### config.mk
export PLATFORM = sky130hd
export DESIGN_NAME = tsp_key_sequencer
export DESIGN_NICKNAME = d
export VERILOG_FILES = /design/src/rtl/tsp_pkg.sv /design/src/rtl/tsp_pattern_buf.sv /design/src/rtl/tsp_key_sequencer.sv
export SDC_FILE = /design/constraint.sdc
export NUM_CORES = 1
export LEC_CHECK = 0
export ABC_CLOCK_PERIOD_IN_PS = 4500
export CAP_MARGIN = 10
export CORE_MARGIN = 1
export CORE_UTILIZATION = 40
export CTS_CLUSTER_DIAMETER = 80
export CTS_CLUSTER_SIZE = 16
export DETAILED_ROUTE_END_ITERATION = 12
export HOLD_SLACK_MARGIN = 0.03
export MAX_ROUTING_LAYER = met4
export PLACE_DENSITY = 0.65
export SYNTH_ARGS = -nofsm -noshare
export SYNTH_HDL_FRONTEND = slang
export SYNTH_HIERARCHICAL = 1
export SYNTH_SLANG_ARGS = --single-unit
export TNS_END_PERCENT = 5
### constraint.sdc
create_clock -name clk -period 4.5 [get_ports clk]
set_input_delay 0.9 -clock clk [delete_from_list [all_inputs] [get_ports clk]]
set_output_delay 0.9 -clock clk [all_outputs]
set_load 0.02 [all_outputs]
### src/rtl/tsp_pkg.sv
// Shared types and constants for the TSP key sequencer.
package tsp_pkg;

  typedef enum logic [1:0] {
    IDLE     = 2'd0,
    LOAD     = 2'd1,
    ISSUE    = 2'd2,
    WAIT_RES = 2'd3
  } state_e;

  localparam logic [1:0] MODE_1B = 2'd0;
  localparam logic [1:0] MODE_2B = 2'd1;
  localparam logic [1:0] MODE_3B = 2'd2;
  localparam logic [1:0] MODE_4B = 2'd3;

  // Buffer entry layout: {byte[7:0], mask, gap_begin, gap_end}
  localparam int ENTRY_W = 11;

  function automatic logic [ENTRY_W-1:0] pack_entry(input logic [7:0] b,
                                                    input logic       m,
                                                    input logic       gb,
                                                    input logic       ge);
    return {b, m, gb, ge};
  endfunction

endpackage

### src/rtl/tsp_pattern_buf.sv
// Pattern storage: DEPTH x ENTRY_W, one write port, one registered read port.
// The read register returns zero when no read is requested, so its output can
// drive the matcher directly and is naturally idle outside ISSUE.
module tsp_pattern_buf
  import tsp_pkg::*;
#(
  parameter int DEPTH = 64,
  parameter int AW    = 6
) (
  input  logic               clk,
  input  logic               reset,
  input  logic               wr_en,
  input  logic [AW-1:0]      wr_addr,
  input  logic [ENTRY_W-1:0] wr_data,
  input  logic               rd_en,
  input  logic [AW-1:0]      rd_addr,
  output logic [ENTRY_W-1:0] rd_data
);

  logic [ENTRY_W-1:0] mem_q [DEPTH];
  logic [ENTRY_W-1:0] rd_data_d;
  logic [ENTRY_W-1:0] rd_data_q;

  // Storage array; contents deliberately survive reset.
  always_ff @(posedge clk) begin
    if (wr_en) mem_q[wr_addr] <= wr_data;
  end

  // Read mux with write bypass: a one-byte pattern is written and prefetched on the same edge.
  always_comb begin
    rd_data_d = '0;
    if (rd_en) begin
      if (wr_en && (wr_addr == rd_addr)) rd_data_d = wr_data;
      else                               rd_data_d = mem_q[rd_addr];
    end
  end

  // Registered read data.
  always_ff @(posedge clk or posedge reset) begin
    if (reset) rd_data_q <= '0;
    else       rd_data_q <= rd_data_d;
  end

  assign rd_data = rd_data_q;

endmodule

### src/rtl/tsp_key_sequencer.sv
// Collects a pattern byte stream into a buffer, replays it to the matcher one
// entry per cycle, then waits for the match count with a timeout.
//
// state    | meaning
// ---------+-------------------------------------------------------------
// IDLE     | waiting for the first pattern byte; pat_ready high
// LOAD     | collecting further pattern bytes; pat_ready high
// ISSUE    | replaying entries 0..length-1 to the matcher
// WAIT_RES | waiting for match_count_valid, timeout down-counter running
module tsp_key_sequencer
  import tsp_pkg::*;
#(
  parameter int DEPTH    = 64,
  parameter int LOG2_NPE = 15,
  parameter int TIMEOUT  = 65535
) (
  input  logic                clk,
  input  logic                reset,
  input  logic                pat_valid,
  output logic                pat_ready,
  input  logic [7:0]          pat_byte,
  input  logic                pat_mask,
  input  logic                pat_gap_begin,
  input  logic                pat_gap_end,
  input  logic                pat_last,
  input  logic [1:0]          cfg_byte_mode,
  input  logic                cfg_overlap,
  input  logic                abort,
  output logic                start,
  output logic [7:0]          key,
  output logic [1:0]          byte_mode,
  output logic                last_byte,
  output logic                mask,
  output logic                begin_gap,
  output logic                end_gap,
  output logic                overlap,
  output logic [8:0]          key_length,
  input  logic [LOG2_NPE-1:0] match_count,
  input  logic                match_count_valid,
  output logic                busy,
  output logic [LOG2_NPE-1:0] last_match_count,
  output logic [31:0]         pattern_count,
  output logic                err_overflow,
  output logic                err_timeout
);

  localparam int AW = (DEPTH > 1) ? $clog2(DEPTH) : 1;
  localparam int TW = $clog2(TIMEOUT + 1);
  localparam logic [TW-1:0] TMO_INIT = TW'(TIMEOUT - 1);

  state_e                state_q, state_d;
  logic [AW-1:0]         wr_ptr_q, wr_ptr_d;
  logic [8:0]            rd_ptr_q, rd_ptr_d;   // index of the next entry to fetch
  logic [8:0]            length_q, length_d;
  logic [1:0]            mode_q, mode_d;
  logic                  ovl_q, ovl_d;
  logic [TW-1:0]         tmo_q, tmo_d;
  logic                  start_q, start_d;
  logic                  last_q, last_d;
  logic [LOG2_NPE-1:0]   lmc_q, lmc_d;
  logic [31:0]           pcnt_q, pcnt_d;
  logic                  err_ovf_q, err_ovf_d;
  logic                  err_tmo_q, err_tmo_d;

  logic                  accept;
  logic                  buf_wr_en;
  logic                  buf_rd_en;
  logic [AW-1:0]         buf_rd_addr;
  logic [ENTRY_W-1:0]    buf_rd_data;

  assign pat_ready = (state_q == IDLE) || (state_q == LOAD);
  assign accept    = pat_valid && pat_ready;

  tsp_pattern_buf #(
    .DEPTH (DEPTH),
    .AW    (AW)
  ) u_buf (
    .clk     (clk),
    .reset   (reset),
    .wr_en   (buf_wr_en),
    .wr_addr (wr_ptr_q),
    .wr_data (pack_entry(pat_byte, pat_mask, pat_gap_begin, pat_gap_end)),
    .rd_en   (buf_rd_en),
    .rd_addr (buf_rd_addr),
    .rd_data (buf_rd_data)
  );

  // Next-state, pointer, timer and status logic; abort overrides everything at the end.
  always_comb begin
    state_d     = state_q;
    wr_ptr_d    = wr_ptr_q;
    rd_ptr_d    = rd_ptr_q;
    length_d    = length_q;
    mode_d      = mode_q;
    ovl_d       = ovl_q;
    tmo_d       = tmo_q;
    start_d     = 1'b0;
    last_d      = 1'b0;
    lmc_d       = lmc_q;
    pcnt_d      = pcnt_q;
    err_ovf_d   = err_ovf_q;
    err_tmo_d   = err_tmo_q;
    buf_wr_en   = 1'b0;
    buf_rd_en   = 1'b0;
    buf_rd_addr = rd_ptr_q[AW-1:0];

    case (state_q)
      IDLE, LOAD: begin
        if (accept) begin
          buf_wr_en = 1'b1;
          if (pat_last || (wr_ptr_q == AW'(DEPTH - 1))) begin
            // Prefetch entry 0 so it is on the outputs in the first ISSUE cycle.
            state_d     = ISSUE;
            length_d    = 9'(wr_ptr_q) + 9'd1;
            mode_d      = cfg_byte_mode;
            ovl_d       = cfg_overlap;
            wr_ptr_d    = '0;
            buf_rd_en   = 1'b1;
            buf_rd_addr = '0;
            rd_ptr_d    = 9'd1;
            start_d     = 1'b1;
            last_d      = (wr_ptr_q == '0);
            if (!pat_last) err_ovf_d = 1'b1;
          end else begin
            state_d  = LOAD;
            wr_ptr_d = wr_ptr_q + AW'(1);
          end
        end
      end
      ISSUE: begin
        if (rd_ptr_q == length_q) begin
          state_d  = WAIT_RES;
          rd_ptr_d = '0;
          tmo_d    = TMO_INIT;
        end else begin
          buf_rd_en = 1'b1;
          rd_ptr_d  = rd_ptr_q + 9'd1;
          last_d    = (rd_ptr_q == (length_q - 9'd1));
        end
      end
      WAIT_RES: begin
        if (match_count_valid) begin
          lmc_d   = match_count;
          pcnt_d  = pcnt_q + 32'd1;
          tmo_d   = '0;
          state_d = IDLE;
        end else if (tmo_q == '0) begin
          err_tmo_d = 1'b1;
          state_d   = IDLE;
        end else begin
          tmo_d = tmo_q - TW'(1);
        end
      end
      default: state_d = IDLE;
    endcase

    if (abort) begin
      state_d   = IDLE;
      wr_ptr_d  = '0;
      rd_ptr_d  = '0;
      tmo_d     = '0;
      length_d  = length_q;
      mode_d    = mode_q;
      ovl_d     = ovl_q;
      start_d   = 1'b0;
      last_d    = 1'b0;
      lmc_d     = lmc_q;
      pcnt_d    = pcnt_q;
      err_ovf_d = err_ovf_q;
      err_tmo_d = err_tmo_q;
      buf_wr_en = 1'b0;
      buf_rd_en = 1'b0;
    end
  end

  // State and datapath registers.
  always_ff @(posedge clk or posedge reset) begin
    if (reset) begin
      state_q   <= IDLE;
      wr_ptr_q  <= '0;
      rd_ptr_q  <= '0;
      length_q  <= '0;
      mode_q    <= '0;
      ovl_q     <= 1'b0;
      tmo_q     <= '0;
      start_q   <= 1'b0;
      last_q    <= 1'b0;
      lmc_q     <= '0;
      pcnt_q    <= '0;
      err_ovf_q <= 1'b0;
      err_tmo_q <= 1'b0;
    end else begin
      state_q   <= state_d;
      wr_ptr_q  <= wr_ptr_d;
      rd_ptr_q  <= rd_ptr_d;
      length_q  <= length_d;
      mode_q    <= mode_d;
      ovl_q     <= ovl_d;
      tmo_q     <= tmo_d;
      start_q   <= start_d;
      last_q    <= last_d;
      lmc_q     <= lmc_d;
      pcnt_q    <= pcnt_d;
      err_ovf_q <= err_ovf_d;
      err_tmo_q <= err_tmo_d;
    end
  end

  assign start            = start_q;
  assign last_byte        = last_q;
  assign key              = buf_rd_data[10:3];
  assign mask             = buf_rd_data[2];
  assign begin_gap        = buf_rd_data[1];
  assign end_gap          = buf_rd_data[0];
  assign key_length       = length_q;
  assign byte_mode        = mode_q;
  assign overlap          = ovl_q;
  assign busy             = (state_q != IDLE);
  assign last_match_count = lmc_q;
  assign pattern_count    = pcnt_q;
  assign err_overflow     = err_ovf_q;
  assign err_timeout      = err_tmo_q;

endmodule
==> impl_metrics.json <==
{
  "dp_hpwl_um": 48700,
  "yosys_warnings": 6,
  "path_clk_slew_ps": 80,
  "whs_ps": 485,
  "p_leak_nw": 11.9,
  "cts_sinks": 809,
  "crit_path_max_fanout": 50,
  "vias": 17037,
  "postSynth.asyncResetShare_pct": 13.0,
  "drt_iter0_drc": 1972,
  "routedWlPerCell_um": 25.1,
  "synth_cell_types": 63,
  "synth_edf_count": 704,
  "synth-seq-cells": 809,
  "grt_max_degree": 85,
  "grt_overflow_total": 0,
  "pwr_density_cell_nw_per_um2": 413,
  "nets": 1956,
  "drt_first_pass_iters": 5,
  "period_share_pct": 88.3,
  "clockBufferDepth": 3,
  "p_total_w": 0.0153,
  "antenna_found_initial": 4,
  "hold_class": "reg -> reg",
  "fmax_mhz": 252,
  "cts_buffers": 57,
  "cts_tree": "yes",
  "crit_type": "reg -> reg",
  "drive_gt1_share_pct": 22.1,
  "gp_congestion": 0.845,
  "drc": 0,
  "yosysTopAreaCell": "edfxtp_1",
  "synth_area_um2": 32200,
  "seq_area_frac_synth_pct": 73.7,
  "drv_slew": 0,
  "synth.avg_cell_area_um2": 18.9,
  "via_per_inst": 5.68,
  "period_needed_ps": 3970,
  "hold_buffers": 0,
  "grt_use_total_pct": 19.1,
  "grt_pass1_wl_um": 112000,
  "ys.flop_type": "edfxtp_1",
  "synth_top_area_share_pct": 65.6,
  "endpoint_kind": "flip-flop",
  "io_buffers": 108,
  "die_y_um": 286,
  "synth_area_leaders": "edfxtp_1, mux4_2, dfrtp_1, a22oi_1, nor2_1",
  "worst_ep_required_time_ps": 5030,
  "cts-root-buf": "clkbuf_16",
  "max-slew-margin-rel_pct": 26.0,
  "setup_violations": 0,
  "ir_drop_v": 0.000264,
  "post_cts_buffers": 0,
  "htreeDepth": 2,
  "grt_pass1_vias": 17306,
  "syn_to_final_growth_pct": 14.8,
  "io_pins": 111,
  "rows": 103,
  "rsz0062_at_grt": "false",
  "cts_resized": 0,
  "die_w_um": 286,
  "finalSetupTns_ps": 0,
  "final_util_pct": 46.6,
  "detail-route-antenna-nets": 0,
  "wl_um": 75300,
  "outcome": "completed",
  "initial_core_util_pct": 40.6,
  "die_area_um2": 81700,
  "clk_latency_ps": 650,
  "fin_skew_ps": 48.2,
  "start_kind": "flip-flop",
  "hold_viol": 0,
  "syn_inst": 1704,
  "crit_arrival_ps": 4500,
  "worstMarginPinSlew_ps": 1110,
  "drv_cap": 0,
  "fp.coreArea_um2": 79400
}
## critical path, cell delays in order (launching register included)
cell and delay [ps]:
dfrtp_1 390, ha_1 250, and3_1 250, a31oi_1 300
nor3_1 90, buf_4 190, nor2b_4 220, buf_12 380
mux4_2 570, mux4_2 500, clkinv_1 60, o2bb2ai_1 190
or4_1 460
## placed cells by master (no fill, tap or decap), types with 13 or more instances in the layout
master,Yosys,routed
o2bb2ai_1,13,13
clkbuf_1,58,29
dfrtp_1,105,105
edfxtp_1,704,704
clkbuf_16,0,58
clkdlybuf4s50_1,0,97
a21oi_1,47,47
nand2_1,38,38
inv_1,30,29
o21ai_0,20,20
nand3_1,27,27
nor3_1,19,19
mux2_2,19,19
a22oi_1,64,64
xnor2_1,40,40
buf_4,10,123
mux4_2,188,188
nor2_1,110,110
nand4_1,19,19
## final timing paths
kind / startpoint / endpoint / slack (ps) / depth (start not counted)
max in group asynchronous: reset / rd_ptr_q[7] / 2760 / 3
hold / removal: pattern_count[31] / pattern_count[31] / 490 / 1
hold reg to reg: pattern_count[31] / pattern_count[31] / 490 / 1
min in group asynchronous: reset / u_buf/rd_data[6] / 870 / 2
setup / recovery: wr_ptr_q[0] / u_buf/rd_data[3] / 530 / 12
setup reg to reg: wr_ptr_q[0] / u_buf/rd_data[3] / 530 / 12
## report_power, final
part / total, W / switching [W] / internal (W)
clock: 0.00495 / 0.00250 / 0.00246
sequential: 0.00847 / 0.000167 / 0.00830
combinational: 0.00185 / 0.000992 / 0.000857
## flip-flops by register name, summed over array words and instances (netlist names), 6 cells and up
name,flops
rd_ptr_q,9
key_length,7
u_buf/rd_data,11
wr_ptr_q,6
tmo_q,16
last_match_count,15
pattern_count,32
u_buf/mem_q,704
## kinds of logic after synthesis
group                      share of synthesized area, %
muxes                                              13.9
adders and majority gates                         0.233
and+or+nand+nor                                    4.38
DFF                                                73.7
other                                            0.0116
buffers and inverters                              1.83
AOI/OAI and AO/OA                                  4.49
xor gates and xnor gates                           1.39
## cells in the mapped netlist (19+ instances only)
master	number
nor3_1	19
clkbuf_1	58
xnor2_1	40
nand3_1	27
inv_1	30
a21oi_1	47
nand2_1	38
o21ai_0	20
edfxtp_1	704
mux2_2	19
dfrtp_1	105
a22oi_1	64
nor2_1	110
mux4_2	188
nand4_1	19
## layout make-up
class	count	area [µm²]
diodes	2	5.00
fillers	6654	42400
well taps	1050	1310
clock buffers	87	1560
flip-flops and latches	809	23800
inverters	41	156
repair buffers	243	2190
multi-input cells	763	7900
clock inverters	5	110
## metrics by stage
stage	std cells	cell area (µm²)	setup WS (ps)
after floorplan	1705	32200	877
final	3000	37000	527
after global placement	2906	35300	8.63
after global routing	3000	37000	310
after CTS	2998	37000	463
after detailed placement	2906	35300	-39.2
## layer usage
metal | global-route usage [%] | vias to the layer above | share of wire [%]
met4 | 4.18 | 0 | 1.6
met5 | - | - | 0
met2 | 29.7 | 676 | 48
met3 | 4.06 | 83 | 8.3
met1 | 25.9 | 8970 | 42
li1 | - | 7308 | -
Power figures use the tool's default switching activity.
